$ cat src/rtl/ram_arbiter_pkg.sv
// Shared constants for the byte-serial RAM/IO bus arbiter: FSM encodings,
// length width, word-size derivation and the IO window decode.
package ram_arbiter_pkg;

  localparam logic [1:0] ST_IDLE  = 2'd0;
  localparam logic [1:0] ST_READ  = 2'd1;
  localparam logic [1:0] ST_WRITE = 2'd2;

  localparam int LEN_W = 3;

  // IO space is selected by addr[17:16] == 2'b11; reserved for the IO decoder.
  localparam int         IO_ADDR_HI  = 17;
  localparam int         IO_ADDR_LO  = 16;
  localparam logic [1:0] IO_ADDR_SEL = 2'b11;

  function automatic int calc_max_bytes(input int data_w);
    return data_w / 8;
  endfunction

  // Zero or over-long lengths mean a full word.
  function automatic int clamp_len(input logic [LEN_W-1:0] len, input int max_bytes);
    if (len == '0 || int'(len) > max_bytes) return max_bytes;
    return int'(len);
  endfunction

endpackage

$ cat src/rtl/ram_arbiter_pick.sv
// Read-channel picker: one-hot grant and index from a request vector,
// either fixed lowest-index priority or round-robin starting at ptr.
module ram_arbiter_pick #(
  parameter int NUM_RD      = 2,
  parameter bit ROUND_ROBIN = 1'b0,
  parameter int IDX_W       = (NUM_RD > 1) ? $clog2(NUM_RD) : 1
) (
  input  logic [NUM_RD-1:0] req,
  input  logic [IDX_W-1:0]  ptr,
  output logic [NUM_RD-1:0] grant,
  output logic [IDX_W-1:0]  idx
);

  // First pass searches ptr..NUM_RD-1, second pass wraps around to 0..ptr-1.
  always_comb begin
    logic found;
    int   start;
    grant = '0;
    idx   = '0;
    found = 1'b0;
    start = ROUND_ROBIN ? int'(ptr) : 0;
    for (int i = 0; i < NUM_RD; i++) begin
      if (!found && req[i] && i >= start) begin
        found    = 1'b1;
        grant[i] = 1'b1;
        idx      = IDX_W'(i);
      end
    end
    for (int i = 0; i < NUM_RD; i++) begin
      if (!found && req[i]) begin
        found    = 1'b1;
        grant[i] = 1'b1;
        idx      = IDX_W'(i);
      end
    end
  end

endmodule

$ cat src/rtl/ram_arbiter.sv
// Arbitrates NUM_RD read channels and one write channel onto the byte-serial
// RAM/IO bus. Define RAM_ARBITER_ROUND_ROBIN_EN for round-robin read arbitration.
module ram_arbiter
  import ram_arbiter_pkg::*;
#(
  parameter int NUM_RD = 2,
  parameter int ADDR_W = 32,
  parameter int DATA_W = 32
) (
  input  logic                     clock,
  input  logic                     reset,
  input  logic [NUM_RD-1:0]        rd_req,
  input  logic [NUM_RD*ADDR_W-1:0] rd_addr,
  input  logic [NUM_RD*LEN_W-1:0]  rd_len,
  input  logic [NUM_RD-1:0]        rd_signed,
  input  logic [NUM_RD-1:0]        rd_discard,
  output logic [NUM_RD-1:0]        rd_busy,
  output logic [NUM_RD-1:0]        rd_ready,
  output logic [DATA_W-1:0]        rd_data,
  input  logic                     wr_req,
  input  logic [ADDR_W-1:0]        wr_addr,
  input  logic [DATA_W-1:0]        wr_data,
  input  logic [LEN_W-1:0]         wr_len,
  output logic                     wr_busy,
  output logic                     wr_done,
  output logic                     ram_rw,
  output logic [ADDR_W-1:0]        ram_addr,
  output logic [7:0]               ram_w_data,
  input  logic [7:0]               ram_r_data
);

  localparam int MAX_BYTES = calc_max_bytes(DATA_W);
  localparam int CNT_W     = $clog2(MAX_BYTES + 1);
  localparam int IDX_W     = (NUM_RD > 1) ? $clog2(NUM_RD) : 1;

  logic [1:0]                state;
  logic [CNT_W-1:0]          cnt;
  logic [CNT_W-1:0]          len;
  logic [ADDR_W-1:0]         base;
  logic [DATA_W-1:0]         wr_buf;
  logic [IDX_W-1:0]          ch;
  logic                      sgn;
  logic [MAX_BYTES-1:0][7:0] lanes;
  logic [DATA_W-1:0]         assembled;
  logic [NUM_RD-1:0]         ch_onehot;
  logic [NUM_RD-1:0]         pick_grant;
  logic [IDX_W-1:0]          pick_idx;
  logic [IDX_W-1:0]          rr_ptr;
  logic [ADDR_W-1:0]         sel_addr;
  logic [LEN_W-1:0]          sel_len;
  logic                      sel_signed;
  logic                      cur_discard;
  logic                      read_last;

  assign read_last = (cnt == len);

`ifdef RAM_ARBITER_ROUND_ROBIN_EN
  localparam bit ROUND_ROBIN = 1'b1;

  always_ff @(posedge clock or negedge reset) begin
    if (!reset) begin
      rr_ptr <= '0;
    end else if (state == ST_READ && (cur_discard || read_last)) begin
      rr_ptr <= (int'(ch) == NUM_RD - 1) ? '0 : ch + IDX_W'(1);
    end
  end
`else
  localparam bit ROUND_ROBIN = 1'b0;
  assign rr_ptr = '0;
`endif

  ram_arbiter_pick #(
    .NUM_RD      (NUM_RD),
    .ROUND_ROBIN (ROUND_ROBIN),
    .IDX_W       (IDX_W)
  ) u_pick (
    .req   (rd_req & ~rd_discard),
    .ptr   (rr_ptr),
    .grant (pick_grant),
    .idx   (pick_idx)
  );

  always_comb begin
    ch_onehot   = '0;
    cur_discard = 1'b0;
    sel_addr    = '0;
    sel_len     = '0;
    sel_signed  = 1'b0;
    for (int i = 0; i < NUM_RD; i++) begin
      if (ch == IDX_W'(i)) begin
        ch_onehot[i] = 1'b1;
        cur_discard  = rd_discard[i];
      end
      if (pick_grant[i]) begin
        sel_addr   = rd_addr[i*ADDR_W +: ADDR_W];
        sel_len    = rd_len[i*LEN_W +: LEN_W];
        sel_signed = rd_signed[i];
      end
    end
  end

  // The final byte comes straight off the bus so rd_data is ready in cycle L.
  always_comb begin
    assembled = '0;
    for (int j = 0; j < MAX_BYTES; j++) begin
      if (CNT_W'(j + 1) < len)       assembled[j*8 +: 8] = lanes[j];
      else if (CNT_W'(j + 1) == len) assembled[j*8 +: 8] = ram_r_data;
      else                           assembled[j*8 +: 8] = {8{sgn & ram_r_data[7]}};
    end
  end

  always_ff @(posedge clock or negedge reset) begin
    if (!reset) begin
      state  <= ST_IDLE;
      cnt    <= '0;
      len    <= '0;
      base   <= '0;
      wr_buf <= '0;
      ch     <= '0;
      sgn    <= 1'b0;
      lanes  <= '0;
    end else begin
      case (state)
        ST_IDLE: begin
          cnt <= '0;
          if (wr_req) begin
            state  <= ST_WRITE;
            base   <= wr_addr;
            wr_buf <= wr_data;
            len    <= CNT_W'(clamp_len(wr_len, MAX_BYTES));
          end else if (|pick_grant) begin
            state <= ST_READ;
            ch    <= pick_idx;
            base  <= sel_addr;
            len   <= CNT_W'(clamp_len(sel_len, MAX_BYTES));
            sgn   <= sel_signed;
          end
        end
        ST_READ: begin
          if (cur_discard || read_last) begin
            state <= ST_IDLE;
          end else begin
            for (int j = 0; j < MAX_BYTES; j++) begin
              if (cnt == CNT_W'(j + 1)) lanes[j] <= ram_r_data;
            end
            cnt <= cnt + CNT_W'(1);
          end
        end
        ST_WRITE: begin
          if (cnt == len - CNT_W'(1)) state <= ST_IDLE;
          else                        cnt   <= cnt + CNT_W'(1);
        end
        default: state <= ST_IDLE;
      endcase
    end
  end

  always_comb begin
    rd_busy    = '0;
    rd_ready   = '0;
    rd_data    = '0;
    wr_busy    = 1'b0;
    wr_done    = 1'b0;
    ram_rw     = 1'b0;
    ram_addr   = '0;
    ram_w_data = '0;
    case (state)
      ST_READ: begin
        rd_busy = ch_onehot;
        if (!cur_discard) begin
          if (read_last) begin
            rd_ready = ch_onehot;
            rd_data  = assembled;
          end else begin
            ram_addr = base + ADDR_W'(cnt);
          end
        end
      end
      ST_WRITE: begin
        wr_busy    = 1'b1;
        ram_rw     = 1'b1;
        ram_addr   = base + ADDR_W'(cnt);
        ram_w_data = 8'(wr_buf >> {cnt, 3'b000});
        wr_done    = (cnt == len - CNT_W'(1));
      end
      default: ;
    endcase
  end

endmodule
$ cat config.mk
export PLATFORM = sky130hd
export DESIGN_NAME = ram_arbiter
export DESIGN_NICKNAME = d
export VERILOG_FILES = /design/src/rtl/ram_arbiter_pkg.sv /design/src/rtl/ram_arbiter_pick.sv /design/src/rtl/ram_arbiter.sv
export SDC_FILE = /design/constraint.sdc
export NUM_CORES = 1
export LEC_CHECK = 0
export ABC_AREA = 0
export CORE_MARGIN = 8
export CORE_UTILIZATION = 43
export CTS_CLUSTER_DIAMETER = 200
export DETAILED_ROUTE_END_ITERATION = 8
export PLACE_DENSITY = 0.79
export SYNTH_ARGS = -nofsm -noshare
export SYNTH_HDL_FRONTEND = slang
export SYNTH_HIERARCHICAL = 1
export SYNTH_SLANG_ARGS = --single-unit
$ cat constraint.sdc
create_clock -name clock -period 2.9 [get_ports clock]
set_clock_uncertainty 0.05 [all_clocks]
set_input_delay 0.58 -clock clock [delete_from_list [all_inputs] [get_ports clock]]
set_output_delay 0.58 -clock clock [all_outputs]
set_load 0.1 [all_outputs]
==> flow_summary.toml <==
[run]
maxCapViolCount = 0

[worst_setup_path]
ff2ff_path_depth = 8
critPathLaunchType = "register"
crit_required_ns = 2.27
cp_top_family = "simple AND/OR/NAND/NOR gates"
crit_buf_inv = 3
cpPeakStageDelay_ns = 0.48
crit_fanout = 5
endpoint_kind = "output port"
slowest_stage = "or4_4"
crit_chain = "ha_4, inv_2, fa_2, nor2b_4, buf_4, o2111ai_4, or4_4, a21oi_4, buf_12"
critPathKind = "register to output port"
path_depth = 9
cp.arrival_ns = 2.63

[power_and_ir_drop]
peakVddDrop_v = 0.0004142
powerDensity_nw_per_um2 = 865.4
seqPwrFrac_pct = 25.0
p_leak_nw = 4.762
swShare_pct = 47.89
p_int_mw = 5.580
p_clk_share_pct = 11.0
power_frac_comb_pct = 64.0
p_sw_mw = 5.129
finalPower_mw = 10.71

[final_layout]
drive_above_1_share_pct = 39.68
multi_input_area_um2 = 5089
num-fill-cells = 1068
layout.nets = 1181
regArea_um2 = 2659
areaGrowthSynthToFinish_pct = 74.94
final_core_util_pct = 75.70

[clock_tree]
cts_hold_buf = 0
clockBufferDepth = 2
clk_latency_ns = 0.36
cts_buffers = 9
cts_tree = "yes"
clk_pin_slew_ns = 0.07
clkSinkCount = 106
htree_levels = 3
cts_root_buf = "clkbuf_16"

[global_route]
grt_pass1_wl_um = 39470
grt_use_total_pct = 24.28
grt_antenna_before_repair = 1
grt_pass1_vias = 7395
grt_max_degree = 58
grt_overflow = 0

[timing]
fmax_mhz = 307.2
timing.final.max_slew_violations = 0
post-route-period-util_pct = 112.2
rsz0062_at_grt = "true"
worst_pin_slew_ns = 0.7671
fin_ws_ns = -0.3551
hold_violations = 0
fin_crit_ns = 3.255
slew_headroom_pct = 48.86
setup_viol = 56
tns_ns = -6.979

[floorplan]
core_area_um2 = 16350
rows = 47
io_pins = 233
die_y_um = 144.3
dieWidth_um = 144.3
start_util_pct = 43.27
fp.dieArea_um2 = 20810

[synth]
synthCells = 727
netlist_area_um2 = 7074
syn_avg_cell_area_um2 = 9.731
syn_nets = 900
yosys_warnings = 6

[detailed_routing]
drtAntennaViolNets = 0
wl_per_cell_um = 20.42
dr.pass1.iters = 5
drt_iter0_markers = 382
drt_wl_total_um = 25200
drc = 0
vias_per_cell = 5.703
dr_total_vias = 7038

[outcome]
outcome = "finished, violations left"
violations = "setup timing"

[placed_design]
io_buffers = 232
dp_hpwl_um = 18940
place_congestion = 0.8927
pre_cts_slack_ns = -0.2380

[worst_hold_path]
hold_path.class = "primary input to asynchronous set/reset pin"
[state kept, by name, indices dropped and copies added, names as in the netlist]
register / cells
ch: 1
wr_buf: 32
len: 3
base: 32
lanes: 32
cnt: 3
sgn: 1
state: 2
[worst paths after layout]
| check | from | endpoint | slack [ns] |
|---|---|---|---|
| worst max-delay path | cnt[0]$_DFFE_PN0P_ | ram_addr[28] | -0.36 |
| worst min-delay path | reset | lanes[4]$_DFFE_PN0P_ | 0.24 |
| worst max register to register | cnt[0]$_DFFE_PN0P_ | lanes[25]$_DFFE_PN0P_ | 0.43 |
| worst min register to register | lanes[16]$_DFFE_PN0P_ | lanes[16]$_DFFE_PN0P_ | 0.45 |
| max in group asynchronous | reset | len[2]$_DFFE_PN0P_ | 1.79 |
| min in group clock | lanes[16]$_DFFE_PN0P_ | lanes[16]$_DFFE_PN0P_ | 0.45 |
[routing by layer]
metal | part of all wire [%] | up-vias | global-route usage, %
met5 | 0.052 | - | 0
met1 | 39 | 3467 | 28.22
met3 | 7.2 | 46 | 6.207
met2 | 51 | 259 | 42.13
met4 | 2.6 | 2 | 9.419
li1 | - | 3264 | -
[cells in the final DEF (no fill, tap or decap), drive strengths merged, types with 8 or more instances in the layout]
master	instances
clkdlybuf4s50	149
nand2	62
nor3	8
and3	18
buf	179
or4	11
inv	19
ha	18
clkbuf	10
nor2	43
mux2	67
a211oi	23
nand2b	10
nand3	19
a221oi	32
mux4	8
o21ai	18
o31ai	44
a21oi	35
dfrtp	106
nor2b	42
xnor2	10
[power by group through the flow]
| stage | logic (mW) | registers [mW] | clock network (mW) |
|---|---|---|---|
| after floorplan | 4.33 | 2.49 | 0 |
| after global routing | 7.23 | 2.76 | 1.27 |
| after CTS | 6.75 | 2.66 | 1.20 |
| final | 6.85 | 2.68 | 1.18 |
| after detailed placement | 6.35 | 2.65 | 0 |
| after global placement | 6.25 | 2.61 | 0 |
[what timing repair did]
action	CTS	global route
pin swaps	23	16
setup endpoints to repair	64	64
gates resized for setup	62	16
cloned	2	0
endpoints found under the hold margin	0	0
setup buffers	15	5
[per-stage QoR]
step	instances	hold WS, ns	cell area [um2]
after floorplan	727	0.2344	7815
after global placement	1197	0.4271	11530
after detailed placement	1197	0.4332	11530
after CTS	1229	0.2662	12250
after global routing	1233	0.2941	12370
final	1234	0.2360	12380
[layout make-up]
| type | count | area share, % |
|---|---|---|
| Antenna cell | 1 | 0.02022 |
| Clock buffer | 10 | 1.850 |
| Inverter | 16 | 0.4853 |
| Clock inverter | 6 | 0.3741 |
| Multi-Input combinational cell | 544 | 41.12 |
| Sequential cell | 106 | 21.48 |
| Timing Repair Buffer | 331 | 32.44 |
| Tap cell | 220 | 2.224 |
No activity file was read; power rests on OpenSTA's default activity.
